$ cat src/rtl/inst_seq_ctrl.sv
// Fetch/execute sequencer: runs PC against imem or single-steps the bypass word.
// One EXEC cycle per instruction; fetch waits on imem_valid with timeout -> sticky fault.
module inst_seq_ctrl #(
  parameter int PC_W    = 8,
  parameter int TIMEOUT = 15
) (
  input  logic            clk,
  input  logic            reset,
  input  logic            start,
  input  logic            stop,
  input  logic            prog_mode,
  input  logic [31:0]     bypass_in,
  output logic [PC_W-1:0] imem_addr,
  output logic            imem_rd,
  input  logic [31:0]     imem_data,
  input  logic            imem_valid,
  output logic [31:0]     inst_q,
  output logic            d_prog,
  output logic            reg_we,
  output logic [1:0]      reg_rd,
  output logic [1:0]      reg_rs,
  output logic [PC_W-1:0] pc,
  output logic            busy,
  output logic            fault,
  output logic [15:0]     retired
);

  localparam int CNT_W = $clog2(TIMEOUT + 1);
  localparam logic [CNT_W-1:0] CNT_LAST = CNT_W'(TIMEOUT - 1);
  localparam logic [2:0] OP_ADD  = 3'd0;
  localparam logic [2:0] OP_JUMP = 3'd7;

  typedef enum logic [1:0] {IDLE, FETCH, LOADB, EXEC} state_t;

  state_t            state_q, state_d;
  logic [PC_W-1:0]   pc_q, pc_d;
  logic [31:0]       inst_d;
  logic              d_prog_q, d_prog_d;
  logic              reg_we_q, reg_we_d;
  logic              fault_q, fault_d;
  logic [15:0]       retired_q, retired_d;
  logic [CNT_W-1:0]  to_cnt_q, to_cnt_d;

  always_ff @(posedge clk or posedge reset) begin
    if (reset) begin
      state_q   <= IDLE;
      pc_q      <= '0;
      inst_q    <= '0;
      d_prog_q  <= 1'b0;
      reg_we_q  <= 1'b0;
      fault_q   <= 1'b0;
      retired_q <= '0;
      to_cnt_q  <= '0;
    end else begin
      state_q   <= state_d;
      pc_q      <= pc_d;
      inst_q    <= inst_d;
      d_prog_q  <= d_prog_d;
      reg_we_q  <= reg_we_d;
      fault_q   <= fault_d;
      retired_q <= retired_d;
      to_cnt_q  <= to_cnt_d;
    end
  end

  always_comb begin
    state_d   = state_q;
    pc_d      = pc_q;
    inst_d    = inst_q;
    d_prog_d  = d_prog_q;
    reg_we_d  = 1'b0;
    fault_d   = fault_q;
    retired_d = retired_q;
    to_cnt_d  = '0;
    case (state_q)
      IDLE: begin
        if (start && !stop) begin
          fault_d  = 1'b0;
          d_prog_d = prog_mode;
          state_d  = prog_mode ? LOADB : FETCH;
        end
      end
      FETCH: begin
        // stop beats a same-cycle imem_valid; the word is dropped
        if (stop) begin
          state_d = IDLE;
        end else if (imem_valid) begin
          inst_d   = imem_data;
          reg_we_d = (imem_data[26:24] == OP_ADD);
          state_d  = EXEC;
        end else if (to_cnt_q == CNT_LAST) begin
          fault_d = 1'b1;
          state_d = IDLE;
        end else begin
          to_cnt_d = to_cnt_q + CNT_W'(1);
        end
      end
      LOADB: begin
        inst_d   = bypass_in;
        reg_we_d = (bypass_in[26:24] == OP_ADD);
        state_d  = EXEC;
      end
      EXEC: begin
        retired_d = retired_q + 16'd1;
        pc_d      = (inst_q[26:24] == OP_JUMP) ? inst_q[PC_W-1:0] : pc_q + PC_W'(1);
        state_d   = (d_prog_q || stop) ? IDLE : FETCH;
      end
      default: state_d = IDLE;
    endcase
  end

  assign imem_addr = pc_q;
  assign imem_rd   = (state_q == FETCH);
  assign pc        = pc_q;
  assign d_prog    = d_prog_q;
  assign reg_we    = reg_we_q;
  assign reg_rd    = inst_q[17:16];
  assign reg_rs    = inst_q[21:20];
  assign busy      = (state_q != IDLE);
  assign fault     = fault_q;
  assign retired   = retired_q;

endmodule
$ cat config.mk
export PLATFORM = sky130hd
export DESIGN_NAME = inst_seq_ctrl
export DESIGN_NICKNAME = d
export VERILOG_FILES = /design/src/rtl/inst_seq_ctrl.sv
export SDC_FILE = /design/constraint.sdc
export NUM_CORES = 1
export LEC_CHECK = 0
export ABC_CLOCK_PERIOD_IN_PS = 2250
export CAP_MARGIN = 40
export CORE_MARGIN = 2
export CORE_UTILIZATION = 35
export CTS_CLUSTER_SIZE = 40
export DETAILED_ROUTE_END_ITERATION = 10
export GPL_TIMING_DRIVEN = 1
export PLACE_DENSITY = 0.69
export SYNTH_ARGS = -nofsm -noshare
export SYNTH_HDL_FRONTEND = slang
export SYNTH_SLANG_ARGS = --single-unit
$ cat constraint.sdc
create_clock -name clk -period 2.25 [get_ports clk]
set_input_delay 0.45 -clock clk [delete_from_list [all_inputs] [get_ports clk]]
set_output_delay 0.45 -clock clk [all_outputs]
set_load 0.01 [all_outputs]
==> results.toml <==
[status]
status = "finished clean"

[place]
place_hpwl_um = 5880
dp.cells = 550
io_buffer_count = 142
post-place-ws_ns = 0.301
gp_congestion = 0.885
post_dp_cell_area_um2 = 4720

[synth]
yosys.area_share.simple_pct = 13.6
yosysMostFrequentCell = "dfrtp_1"
synthTopCellsByArea = "dfrtp_1 50%, mux2i_1 9.9%, a21oi_1 6.2%"
syn_nets = 396
syn-mean-instance-area_um2 = 10.2
synthAdderAreaFrac_pct = 3.50
synth-edff-count = 0
synth-compound-area-share_pct = 10.6
synthXorXnorAreaFrac_pct = 4.62
synth-async-reset-ratio_pct = 100
syn-cell-area_um2 = 3220
synth_seq_cells = 65
synth_cell_types = 36
yosysTopAreaCellShare_pct = 50.5
ys_warn_count = 0
ys_seq_area_share_pct = 50.5
synth_top_family_by_area = "simple AND/OR/NAND/NOR gates"
synth_cells = 317
synthFlopType = "dfrtp_1"
synthTopCellsByCount = "65 x dfrtp_1, 44 x nor2_1, 40 x a21oi_1"
synth.area.mux_share_pct = 11.3
yosys.area.top_type = "dfrtp_1"

[route]
wl_per_cell_um = 14.1
drtPass1Iterations = 4
first_iter_violations = 131
vias = 2808
drc = 0
via_per_inst = 4.95
ant_nets = 0
finalWirelength_um = 8010

[clock_network]
clk_latency_ns = 0.34
cts.path.max_buffers = 2
clock-sinks = 65
cts_tree = "built"
clk_pin_slew_ns = 0.08
cts_made_buffers = 9
ctsHtreeMaxLevel = 3
cts-root-buf = "clkbuf_8"
ctsHoldBuffers = 0

[critical_path]
end_kind = "output port"
critPathTopFamily = "buffers and inverters"
crit_buf_inv = 2
rr_worst_depth = 7
critical_path_depth = 3
cp-start-kind = "flop"
worst_ep_arrival_time_ns = 1.72
worstPathMaxFanout = 6
cp.required_ns = 1.80
cp_slowest_cell = "clkdlybuf4s50_1"
crit_type = "reg -> out"
path_cells = "inv_1 > ha_2 > clkdlybuf4s50_1"
crit_path_max_incr_delay_ns = 0.57
rrSetupSlack_ns = 0.30

[floorplan]
start_util_pct = 35.5
fp.coreArea_um2 = 9060
row_count = 35
die-width_um = 99.9
dieArea_um2 = 9990
io_pins = 143
die_y_um = 99.9

[pwr]
powerDensity_nw_per_um2 = 1270
ir_drop_v = 0.000497
p_total_mw = 6.26
leakage_nw = 2.04

[timing]
final-hold-violation-count = 0
setup_viol = 0
finalWorstSetupSlack_ns = 0.0770
period_minus_slack_ns = 2.17
report.final.slew_viol_count = 0
hold-worst-slack_ns = 0.492
timing.final.crit_share_pct = 96.6
fmax_ghz = 0.460
tightest_slew_ns = 0.586
rsz0062_at_grt = "true"
slew_headroom_pct = 60.8
tns_ns = 0
clock_skew_ns = 0.0115

[hold_path]
min_path_type = "reg -> reg"
holdPathStages = 1

[grt]
grtUsageMet1_pct = 21.3
grt_pass1_vias = 2736
grt_antenna_before_repair = 0
grt_usage_pct = 16.6
use_met2_pct = 26.2
grt_max_degree = 66
busiest_layer = "met2"
use_met3_pct = 5.78
overflow = 0
grt_first_pass_wirelength_um = 13100

[cells_and_area]
finalInstanceArea_um2 = 4920
finalNonFillerCells = 567
final_layout_size_suffix_gt1_share_pct = 7.02
area_growth_pct = 52.9
insertedDiodeCount = 0
final_core_util_pct = 54.3
nets = 530
n_fill_cell = 809

[job]
drv_cap = 0
cells by family after synthesis:
family,Yosys count
AO/OA/AOI/OAI,61
XOR/XNOR,17
adder cells (fa/ha/maj),9
buffers and inverters,36
flip-flops,65
multiplexers,36
AND/OR/NAND/NOR,93
metal layers:
metal | up-vias | wire length [µm]
li1 | 1353 | -
met1 | 1351 | 3360
met2 | 96 | 3890
met3 | 8 | 675
met4 | 0 | 92
met5 | - | 0
cells in the final DEF, fill, tap and decap left out, drive strengths merged, types with 2 or more instances in the layout:
cell type,netlist,layout
a21boi,2,2
a21oi,40,40
a22oi,2,2
a2bb2oi,2,2
a31oi,2,2
and3,4,4
and4,4,4
buf,20,6
clkbuf,5,11
clkdlybuf4s50,0,142
clkinv,0,2
clkinvlp,0,2
dfrtp,65,65
ha,9,9
inv,11,11
mux2,4,4
mux2i,32,32
nand2,18,18
nand3,7,7
nand4,8,8
nor2,45,45
nor4,2,2
o21ai,8,8
xnor2,13,13
xor2,4,4
where the power goes:
| part | internal, mW | switching, mW |
|---|---|---|
| Sequential | 1.62 | 0.393 |
| Combinational | 1.75 | 1.50 |
| Clock | 0.539 | 0.459 |
| Total | 3.90 | 2.36 |
flip-flops by register name, summed over array words and instances (netlist names):
| register | flops |
|---|---|
| d_prog | 1 |
| reg_we | 1 |
| state_q | 2 |
| retired | 16 |
| to_cnt_q | 4 |
| inst_q | 32 |
| fault | 1 |
| imem_addr | 8 |
what timing repair did:
item,4_1_cts,5_1_grt
resized for setup,1,0
setup buffers,0,1
pin swaps,0,0
setup endpoints to repair,1,2
layout make-up:
cell class | instances | area, µm² | area share [%]
well taps | 111 | 139 | 2.82
clock buffers | 11 | 141 | 2.87
repair buffers | 148 | 1500 | 30.5
clock inverters | 5 | 55.1 | 1.12
inverters | 11 | 41.3 | 0.838
multi-input cells | 216 | 1420 | 28.8
flip-flops and latches | 65 | 1630 | 33.0
path summary, 6_finish.rpt:
check                                        start                      end
min in group asynchronous                    reset   retired[6]$_DFFE_PP0P_
min reg2reg                retired[15]$_DFFE_PP0P_  retired[15]$_DFFE_PP0P_
max in group asynchronous                    reset   inst_q[22]$_DFFE_PP0P_
max reg2reg                 state_q[0]$_DFFE_PP0P_   inst_q[16]$_DFFE_PP0P_
max                         state_q[1]$_DFFE_PP0P_                  imem_rd
min                        retired[15]$_DFFE_PP0P_  retired[15]$_DFFE_PP0P_
Note: power is estimated with default switching activity, not from simulation.
